### src/rtl/stack_pkg.sv
// Shared types for the stack access sequencer: request opcodes, SP block
// operation codes, per-op word counts and the sequencer FSM states.
package stack_pkg;

  typedef enum logic [2:0] {
    OP_NOP  = 3'd0,
    OP_PUSH = 3'd1,
    OP_POP  = 3'd2,
    OP_CALL = 3'd3,
    OP_RET  = 3'd4,
    OP_INT  = 3'd5,
    OP_RTI  = 3'd6,
    OP_RSVD = 3'd7
  } stack_op_t;

  localparam logic [1:0] SP_OP_HOLD = 2'b00;
  localparam logic [1:0] SP_OP_PUSH = 2'b01;
  localparam logic [1:0] SP_OP_POP  = 2'b10;

  typedef enum logic [2:0] {
    ST_IDLE  = 3'd0,
    ST_WRITE = 3'd1,
    ST_READ  = 3'd2,
    ST_DRAIN = 3'd3,
    ST_DONE  = 3'd4,
    ST_FAULT = 3'd5
  } state_t;

  // Number of stack words moved by an op; zero marks ops that are ignored.
  function automatic logic [1:0] word_count(input stack_op_t op);
    case (op)
      OP_PUSH, OP_POP: return 2'd1;
      OP_CALL, OP_RET: return 2'd2;
      OP_INT,  OP_RTI: return 2'd3;
      default:         return 2'd0;
    endcase
  endfunction

  function automatic logic is_push_op(input stack_op_t op);
    return (op == OP_PUSH) || (op == OP_CALL) || (op == OP_INT);
  endfunction

  function automatic logic is_pop_op(input stack_op_t op);
    return (op == OP_POP) || (op == OP_RET) || (op == OP_RTI);
  endfunction

endpackage

### src/rtl/stack_bounds_check.sv
// Combinational stack bounds decision for a request about to be accepted.
// A push-type op must leave room for all of its words above address 0; a
// pop-type op must not read past STACK_TOP. Used only when the sequencer is
// built with STACK_BOUNDS_CHECK_EN.
module stack_bounds_check
  import stack_pkg::*;
#(
  parameter int STACK_TOP = 4095
) (
  input  stack_op_t   op,
  input  logic [31:0] sp_value,
  output logic        fault
);

  logic [31:0] n_words;

  // Compare the current SP against the span the op would touch.
  always_comb begin
    n_words = {30'd0, word_count(op)};
    fault   = 1'b0;
    if (is_push_op(op)) begin
      fault = (sp_value < (n_words - 32'd1));
    end else if (is_pop_op(op)) begin
      fault = (sp_value > (32'(STACK_TOP) - n_words));
    end
  end

endmodule

### src/rtl/stack_sequencer.sv
// Multi-word stack access sequencer. Turns PUSH/POP/CALL/RET/INT/RTI into a
// run of single-word data-memory accesses, steering the SP block one step per
// access and reassembling popped words into pop_data / pc_out / flags_out.
// Optional build macro: STACK_BOUNDS_CHECK_EN enables the stack bounds check
// (faulting requests make no access and pulse stack_fault instead of done).
// Assumes DATA_W >= 16 so that a PC half fits in one memory word.
module stack_sequencer
  import stack_pkg::*;
#(
  parameter int ADDR_W    = 12,
  parameter int DATA_W    = 16,
  parameter int STACK_TOP = 4095
) (
  input  logic              clk,
  input  logic              rst,
  input  logic              req_valid,
  input  logic [2:0]        req_op,
  input  logic [DATA_W-1:0] push_data,
  input  logic [31:0]       pc_in,
  input  logic [2:0]        flags_in,
  input  logic [31:0]       sp_value,
  output logic [1:0]        sp_op,
  output logic [ADDR_W-1:0] mem_addr,
  output logic              mem_wr,
  output logic              mem_rd,
  output logic [DATA_W-1:0] mem_wdata,
  input  logic [DATA_W-1:0] mem_rdata,
  output logic              busy,
  output logic              done,
  output logic [DATA_W-1:0] pop_data,
  output logic [31:0]       pc_out,
  output logic [2:0]        flags_out,
  output logic              stack_fault
);

  state_t            state, state_nxt;
  logic [1:0]        cnt, cnt_nxt;
  stack_op_t         req_op_e;
  stack_op_t         op_q;
  logic [1:0]        n_q;
  logic              accept;
  logic              fault_chk;

  // Request payload captured at acceptance (data path, no reset needed).
  logic [31:0]       pc_q;
  logic [2:0]        flags_q;
  logic [DATA_W-1:0] push_q;

  // Source of the next write word: live inputs on the accept edge, the
  // captured payload afterwards.
  stack_op_t         src_op;
  logic [31:0]       src_pc;
  logic [2:0]        src_flags;
  logic [DATA_W-1:0] src_push;
  logic [DATA_W-1:0] wdata_nxt;

  // Read return tracking: read data lags mem_rd by one cycle.
  logic              rd_dly;
  logic [1:0]        rd_idx;

  logic [31:0]       sp_plus1;
  logic              unused_sp;

  assign req_op_e  = stack_op_t'(req_op);
  assign accept    = (state == ST_IDLE) && req_valid && (word_count(req_op_e) != 2'd0);
  assign sp_plus1  = sp_value + 32'd1;
  assign unused_sp = ^{sp_value[31:ADDR_W], sp_plus1[31:ADDR_W]};

`ifdef STACK_BOUNDS_CHECK_EN
  stack_bounds_check #(
    .STACK_TOP (STACK_TOP)
  ) u_bounds (
    .op       (req_op_e),
    .sp_value (sp_value),
    .fault    (fault_chk)
  );
`else
  assign fault_chk = 1'b0;
`endif

  // Word to write for a given op and word index (high PC half first).
  function automatic logic [DATA_W-1:0] write_word(
    input stack_op_t         op,
    input logic [1:0]        idx,
    input logic [31:0]       pc,
    input logic [2:0]        fl,
    input logic [DATA_W-1:0] pd
  );
    logic [DATA_W-1:0] w;
    w = '0;
    case (op)
      OP_PUSH: w = pd;
      OP_CALL, OP_INT: begin
        case (idx)
          2'd0:    w = DATA_W'(pc[31:16]);
          2'd1:    w = DATA_W'(pc[15:0]);
          default: w = DATA_W'(fl);
        endcase
      end
      default: w = '0;
    endcase
    return w;
  endfunction

  // Next-state and word-counter decode.
  always_comb begin
    state_nxt = state;
    cnt_nxt   = cnt;
    case (state)
      ST_IDLE: begin
        if (accept) begin
          cnt_nxt = 2'd0;
          if (fault_chk) begin
            state_nxt = ST_FAULT;
          end else if (is_push_op(req_op_e)) begin
            state_nxt = ST_WRITE;
          end else begin
            state_nxt = ST_READ;
          end
        end
      end
      ST_WRITE: begin
        if (cnt == (n_q - 2'd1)) begin
          state_nxt = ST_DONE;
          cnt_nxt   = 2'd0;
        end else begin
          cnt_nxt = cnt + 2'd1;
        end
      end
      ST_READ: begin
        if (cnt == (n_q - 2'd1)) begin
          state_nxt = ST_DRAIN;
          cnt_nxt   = 2'd0;
        end else begin
          cnt_nxt = cnt + 2'd1;
        end
      end
      ST_DRAIN: state_nxt = ST_DONE;
      ST_DONE:  state_nxt = ST_IDLE;
      ST_FAULT: state_nxt = ST_IDLE;
      default:  state_nxt = ST_IDLE;
    endcase
  end

  // Select the payload feeding the registered write-data output.
  always_comb begin
    src_op    = op_q;
    src_pc    = pc_q;
    src_flags = flags_q;
    src_push  = push_q;
    if (state == ST_IDLE) begin
      src_op    = req_op_e;
      src_pc    = pc_in;
      src_flags = flags_in;
      src_push  = push_data;
    end
    wdata_nxt = '0;
    if (state_nxt == ST_WRITE) begin
      wdata_nxt = write_word(src_op, cnt_nxt, src_pc, src_flags, src_push);
    end
  end

  // Address and SP step follow the current state and the live SP value.
  always_comb begin
    sp_op    = SP_OP_HOLD;
    mem_addr = '0;
    case (state)
      ST_WRITE: begin
        sp_op    = SP_OP_PUSH;
        mem_addr = sp_value[ADDR_W-1:0];
      end
      ST_READ: begin
        sp_op    = SP_OP_POP;
        mem_addr = sp_plus1[ADDR_W-1:0];
      end
      default: ;
    endcase
  end

  // FSM state, counter and registered control outputs.
  always_ff @(posedge clk or posedge rst) begin
    if (rst) begin
      state       <= ST_IDLE;
      cnt         <= 2'd0;
      op_q        <= OP_NOP;
      n_q         <= 2'd0;
      mem_wr      <= 1'b0;
      mem_rd      <= 1'b0;
      mem_wdata   <= '0;
      busy        <= 1'b0;
      done        <= 1'b0;
      stack_fault <= 1'b0;
      rd_dly      <= 1'b0;
      rd_idx      <= 2'd0;
    end else begin
      state       <= state_nxt;
      cnt         <= cnt_nxt;
      mem_wr      <= (state_nxt == ST_WRITE);
      mem_rd      <= (state_nxt == ST_READ);
      mem_wdata   <= wdata_nxt;
      busy        <= (state_nxt != ST_IDLE);
      done        <= (state_nxt == ST_DONE);
      stack_fault <= (state_nxt == ST_FAULT);
      rd_dly      <= mem_rd;
      rd_idx      <= cnt;
      if (accept) begin
        op_q <= req_op_e;
        n_q  <= word_count(req_op_e);
      end
    end
  end

  // Capture the request payload on acceptance.
  always_ff @(posedge clk) begin
    if (accept) begin
      pc_q    <= pc_in;
      flags_q <= flags_in;
      push_q  <= push_data;
    end
  end

  // Reassemble returning read words; results hold until the next pop-type op.
  always_ff @(posedge clk or posedge rst) begin
    if (rst) begin
      pop_data  <= '0;
      pc_out    <= 32'd0;
      flags_out <= 3'd0;
    end else if (rd_dly) begin
      case (op_q)
        OP_POP: pop_data <= mem_rdata;
        OP_RET: begin
          if (rd_idx == 2'd0) pc_out[15:0]  <= mem_rdata[15:0];
          else                pc_out[31:16] <= mem_rdata[15:0];
        end
        OP_RTI: begin
          case (rd_idx)
            2'd0:    flags_out     <= mem_rdata[2:0];
            2'd1:    pc_out[15:0]  <= mem_rdata[15:0];
            default: pc_out[31:16] <= mem_rdata[15:0];
          endcase
        end
        default: ;
      endcase
    end
  end

endmodule

### config.mk
export PLATFORM = sky130hd
export DESIGN_NAME = stack_sequencer
export DESIGN_NICKNAME = d
export VERILOG_FILES = /design/src/rtl/stack_pkg.sv /design/src/rtl/stack_bounds_check.sv /design/src/rtl/stack_sequencer.sv
export SDC_FILE = /design/constraint.sdc
export NUM_CORES = 1
export LEC_CHECK = 0
export BUFFER_PORTS_ARGS = -buffer_cell sky130_fd_sc_hd__buf_2
export CORE_ASPECT_RATIO = 1.5
export CORE_MARGIN = 8
export CORE_UTILIZATION = 35
export DETAILED_ROUTE_END_ITERATION = 7
export SLEW_MARGIN = 20
export SYNTH_ARGS = -nofsm -noshare
export SYNTH_HDL_FRONTEND = slang
export SYNTH_SLANG_ARGS = --single-unit
### constraint.sdc
create_clock -name clk -period 4.6 [get_ports clk]
set_clock_uncertainty 0.2 [all_clocks]
set_input_delay 0.46 -clock clk [delete_from_list [all_inputs] [get_ports clk]]
set_output_delay 0.46 -clock clk [all_outputs]
set_load 0.02 [all_outputs]
==> metrics, run 1 <==
Worst path slowest cell or2_1; Avg Inst Size Synth 13.5 µm²; Hold WC Path Type in -> reg; Hold EP pc_q[1]; Clock power frac 0.244; GRT Util Overall 0.145; RSZ-0062 raised after global routing no; Clock Sink Count 136; top post-synthesis cells by area dfrtp_1, edfxtp_1, mux2_2; R2R Setup Slk 1.16 ns; Hold Vio Cnt, Final 0; Setup CP Type reg -> reg; Yosys Warn Count 0; switching share of power 0.392; gr ovfl total 0; Critical Path RT 4.72 ns; Initial DRT Pass Iterations 4; fillers 1,573; combinational share of power 0.428; hpwl dp 11,300 µm; Clock Tree Buf Depth 2; total number of vias 4,411; CTS tree built; first-pass GRT wire length 25,700 µm; Worst R2R Start cnt[1]; Static Leak 3.52 nW; Worst Setup Start Kind flip-flop; Overall Power 5.84 mW; Die W 124 µm; final core utilization 0.457; ant diodes 0; I/O Buffers 170; IO Count 191; die height 178 µm; Yosys top cell by area dfrtp_1; worst-skew pair later-pin latency 0.41 ns; Place WS 1.12 ns; Sum Neg Setup Slack 0 ns; full die area 22,200 µm²; Synth Instances 455; initial DRC count 243; worst-margin pin slew 0.914 ns; Hold Path Stages 1; initial core utilization 0.356; # rows 59; crit end category flip-flop; CTS buffer count 17; FFs w/ async S/R, synth 0.625; Max Cap Viol 0; vias per inst 5.14; Seq/Total Area, Yosys 0.594; fraction of final layout cells sized beyond drive strength 1 0.465; Distinct cells, synth 58; outcome complete, no violations; Post-DRT Antenna Nets 0; placed cell count 821; FF+latch count, synth 136; Internal 3.55 mW; CTS resizes 0; RR Endpoint mem_wdata[14]; largest net degree at the start of global routing 52; Hold-fix buffers, CTS 5; Post-Synthesis Cell Area 6160 µm²; initial antenna violation count 1; worst path arrival time 3.56 ns; reg2reg path depth 7; Worst Hold Launch pc_in[1]; Synth Flop Type dfrtp_1; DRC viols 0; Root Buffer clkbuf_16; # Post-CTS Setup Buffers 0; setup ws final 1.16 ns; Max Fanout on Critical Path 19; highest clock rate 291 MHz; final max-slew violation count 0; core area 17,300 µm²; EDFF count, synth 51; slew margin rel. 0.391; PwrDens 739 nW/µm²; wire per inst 18.3 µm; critical path cell sequence xnor2_2 -> mux2i_4 -> nor3_4 -> or2_1 -> buf_4 -> a211oi_1 -> o32ai_2; # nets final 742; Routed WL 15,700 µm; switching power 2.29 mW; final setup fails 0; Sequential Power Share 0.327; Mapped Nets 565; clock transition at the registers of the reported paths 0.06 ns; routability cong. 0.819; Max IR drop VDD 0.406 mV; Cell Count, Final, Fillers Out 858; # H-tree levels 4; Synth-to-Final Area Change 28.4%; fin crit period 3.44 ns; post-synth top area share 0.346; vias in the first global route 4,765; period utilization 0.748; Slowest Stage Delay on Critical Path 0.74 ns
layer usage:
metal	up-vias	share of wire	track usage
met5	-	0.00051	0
met4	2	0.018	0.0564
met3	22	0.061	0.0479
met2	156	0.50	0.244
met1	2170	0.42	0.168
li1	2061	-	-
cells by family (layout without fill, tap and decap cells):
| group | after synthesis | in the layout | share of synthesized area |
|---|---|---|---|
| muxes | 67 | 67 | 0.121 |
| DFF | 136 | 136 | 0.594 |
| xor gates and xnor gates | 6 | 6 | 0.00976 |
| adders and majority gates | 5 | 5 | 0.0102 |
| and+or+nand+nor | 99 | 99 | 0.0937 |
| buffers and inverters | 34 | 224 | 0.0287 |
| AOI/OAI and AO/OA | 107 | 107 | 0.141 |
| other | 1 | 1 | 0.000609 |
power groups by stage:
stage	Sequential [mW]	Clock (mW)	Combinational, mW
CTS	1.92	1.46	2.54
floorplan	2.23	0	1.53
finish	1.91	1.43	2.50
global route	1.97	1.51	2.73
global placement	1.92	0	2.48
detailed placement	1.94	0	2.54
registers in the layout, indices dropped and copies added (netlist names), 2 cells and up:
name and flops:
cnt 2, flags_out 3, flags_q 3, mem_wdata 16, n_q 2, op_q 3
pc_out 32, pc_q 32, pop_data 16, push_q 16, rd_idx 2, state 3
worst max-delay path by stage:
stage | startpoint | to | slack (ns) | cells past startpoint
2_1_floorplan | rst | busy | 1.75 | 1
3_3_place_gp | cnt[1] | mem_wdata[14] | 1.18 | 7
3_5_place_dp | cnt[1] | mem_wdata[14] | 1.12 | 7
4_1_cts | cnt[1] | mem_wdata[14] | 1.10 | 7
5_1_grt | cnt[1] | mem_wdata[14] | 0.93 | 7
6_report | cnt[1] | mem_wdata[14] | 1.16 | 7
stage by stage:
stage	hold WS [ns]	area, µm²
3_5_place_dp	0.162	7220
2_1_floorplan	0.264	6160
3_3_place_gp	0.165	7220
6_report	0.0258	7900
4_1_cts	0.00409	7890
5_1_grt	0.00376	7900
area by class of cell:
cell class,count,area [µm²],area share
flip-flops and latches,136,3660,0.463
multi-input cells,285,2360,0.299
repair buffers,182,953,0.121
clock buffers,19,443,0.0560
well taps,213,267,0.0337
clock inverters,13,178,0.0225
inverters,10,40.0,0.00507
critical path: cells and delay by family (launching register included):
family	cells	cell delay (ns)
muxes	1	0.25
and+or+nand+nor	2	1.46
AOI/OAI and AO/OA	2	0.41
DFF	1	0.45
buffers and inverters	1	0.36
xor gates and xnor gates	1	0.20
cells in the final DEF, fill, tap and decap left out, drive strengths merged, types with 3 or more instances in the layout:
master / synthesis / layout
buf: 10 / 177
dfrtp: 85 / 85
mux2: 51 / 51
edfxtp: 51 / 51
o21ai: 41 / 41
nand2: 38 / 38
clkbuf: 14 / 19
nor3b: 17 / 17
mux2i: 16 / 16
a211oi: 16 / 16
a21oi: 15 / 15
o32ai: 14 / 14
nor2: 9 / 9
inv: 10 / 9
clkinv: 0 / 8
nand4: 5 / 5
ha: 5 / 5
dlygate4sd3: 0 / 5
nand2b: 4 / 4
a31oi: 4 / 4
bufinv: 0 / 4
xnor2: 4 / 4
nor2b: 3 / 3
or2: 3 / 3
a21o: 3 / 3
or3: 3 / 3
cell usage after synthesis (5+ instances only):
cell type	count
dfrtp_1	85
edfxtp_1	51
mux2_2	51
o21ai_0	39
nand2_1	37
nor3b_1	17
a21oi_1	15
mux2i_1	15
a211oi_2	14
clkbuf_1	14
o32ai_2	12
inv_1	10
nor2_1	9
buf_2	5
ha_1	5
nand4_1	5
(Power assumes the default switching activity.)
==> run 2, diff against run 1 <==
clock period = 2.85 ns   (was 4.6 ns; I/O delays follow)
==> run 2 against run 1 <==
- largest power group unchanged
- non-clock buffer count increased by 70
- largest cell class unchanged
- wire length is 6.9% higher
- total power grew 61%
- die area stayed put
- register-to-register slack worse by 0.81 ns
- sequential share of layout area is 3.5 points lower
- core utilization rose by 3.8 points
- critical path depth decreased by 1
- setup slack worse by 0.96 ns
- highest routed layer is now met4
- cell area is 8.2% higher
==> metrics, run 2 (synthesis results as in run 1) <==
first-pass GRT wire length 27,500 µm (was 25,700 µm); reg2reg path depth 6 (was 7); met2 Resource Use GR 0.268 (was 0.244); initial core utilization 0.356 (unchanged); die height 178 µm (unchanged); switching share of power 0.400 (was 0.392); core area 17,300 µm² (unchanged); initial DRC count 248 (was 243); worst-skew pair later-pin latency 0.41 ns (about the same); IO Count 191 (unchanged); Synth-to-Final Area Change 39.0% (was 28.4%); CTS resizes 0 (unchanged); switching power 3.76 mW (was 2.29 mW); highest clock rate 378 MHz; Max IR drop VDD 0.653 mV (was 0.406 mV); Hold WC Path Type in -> reg (unchanged); hpwl dp 11,500 µm (was 11,300 µm); Initial DRT Pass Iterations 4 (unchanged); PwrDens 1100 nW/µm² (was 739 nW/µm²); crit end category primary output (was flip-flop); CTS tree built (unchanged); outcome complete, no violations (unchanged); fraction of final layout cells sized beyond drive strength 1 0.427 (was 0.465); total number of vias 4,692 (was 4,411); gr ovfl total 0 (unchanged); slew margin rel. 0.452 (was 0.391); Sum Neg Setup Slack 0 ns (unchanged); Place WS 0.193 ns (was 1.12 ns); Clock Tree Buf Depth 2 (unchanged); setup ws final 0.204 ns (was 1.16 ns); DRC viols 0 (unchanged); Die W 124 µm (unchanged); period utilization 0.928; RSZ-0062 raised after global routing no (unchanged); # nets final 812 (was 742); Overall Power 9.38 mW (was 5.84 mW); I/O Buffers 170 (unchanged); largest net degree at the start of global routing 53 (was 52); biggest regs pc_out (32), pc_q (32) (unchanged); fin crit period 2.65 ns; fillers 1,543 (was 1,573); initial antenna violation count 0 (was 1); worst-margin pin slew 0.819 ns (was 0.914 ns); # rows 59 (unchanged); GRT Util Overall 0.154 (was 0.145); Clock Sink Count 136 (unchanged); Multi-input gate area 2350 µm² (was 2360 µm²); Static Leak 3.80 nW (was 3.52 nW); most common cell after layout, fill and taps aside buf_2 (unchanged); Max Cap Viol 0 (unchanged); # H-tree levels 4 (unchanged); GR Util met3 0.0440 (was 0.0479); Sequential Power Share 0.330 (was 0.327); Root Buffer clkbuf_16 (unchanged); Hold Path Stages 3 (was 1); combinational share of power 0.454 (was 0.428); Max Fanout on Critical Path 11 (was 19); vias per inst 5.05 (was 5.14); final max-slew violation count 0 (unchanged); Routed WL 16,800 µm (was 15,700 µm); final setup fails 0 (unchanged); Worst Setup Start Kind flip-flop (unchanged); full die area 22,200 µm² (unchanged); Hold Vio Cnt, Final 0 (unchanged); Post-DRT Antenna Nets 0 (unchanged); Top Usage Layer GRT met2 (unchanged); vias in the first global route 5,243 (was 4,765); routability cong. 0.868 (was 0.819); Clock power frac 0.216 (was 0.244); Internal 5.63 mW (was 3.55 mW); wire per inst 18.0 µm (was 18.3 µm); Setup CP Type reg -> out (was reg -> reg); CTS buffer count 17 (unchanged); clock transition at the registers of the reported paths 0.06 ns (about the same); met1 Use GR 0.172 (was 0.168); worst path arrival time 2.16 ns (was 3.56 ns); Critical Path RT 2.37 ns (was 4.72 ns); final core utilization 0.495 (was 0.457); most frequent cells in the layout buf_2, dfrtp_1, dlygate4sd3_1 (was buf_2, dfrtp_1, mux2_2, edfxtp_1, o21ai_0); sequential cell area 3660 µm² (unchanged)
## run 2: layer usage
layer / part of all wire / routed length [µm]
met1: 0.41 / 6940
met2: 0.51 / 8550
met3: 0.056 / 939
met4: 0.020 / 333
met5: 0 / 0
## run 2: cell type report
type                    instances  share of cell area
clock buffers                  19              0.0518
flip-flops and latches        136               0.428
clock inverters                13              0.0124
repair buffers                252               0.197
well taps                     213              0.0312
inverters                      10             0.00453
multi-input cells             285               0.275
diodes                          1            0.000293
## run 2: critical path: stages, from the launching register on
cell and delay [ns]:
dfrtp_1 0.48, nand2b_1 0.23, or2_1 0.32, inv_1 0.26, o21ai_0 0.13, o21ai_0 0.11
buf_2 0.21
## run 2: final timing paths
kind / from / endpoint / slack, ns
max: state[2] / mem_addr[6] / 0.20
min: req_op[2] / op_q[2] / 0.04
max reg2reg: cnt[1] / mem_wdata[15] / 0.35
min reg2reg: mem_rd / rd_dly / 0.18
max in group asynchronous: rst / stack_fault / 1.45
min in group asynchronous: rst / mem_wdata[8] / 0.30
## run 2: repair_timing
action                                 CTS  global route
hold buffers                            68             0
endpoints found under the hold margin  146             0
buffers inserted                         0             0
## run 2: metrics by stage
step / cell area (µm²) / hold WS, ns / std cells
global route: 8550 / 0.0346 / 928
global placement: 7320 / 0.166 / 828
detailed placement: 7320 / 0.163 / 828
finish: 8550 / 0.0370 / 929
floorplan: 6160 / 0.184 / 455
CTS: 8550 / 0.00397 / 928
## run 2: power groups by stage
stage | Combinational [mW] | Clock (mW) | Sequential [mW]
3_3_place_gp | 4.14 | 0 | 3.09
4_1_cts | 4.31 | 2.08 | 3.10
6_report | 4.26 | 2.03 | 3.10
2_1_floorplan | 2.47 | 0 | 3.59
3_5_place_dp | 4.23 | 0 | 3.13
5_1_grt | 4.63 | 2.17 | 3.18
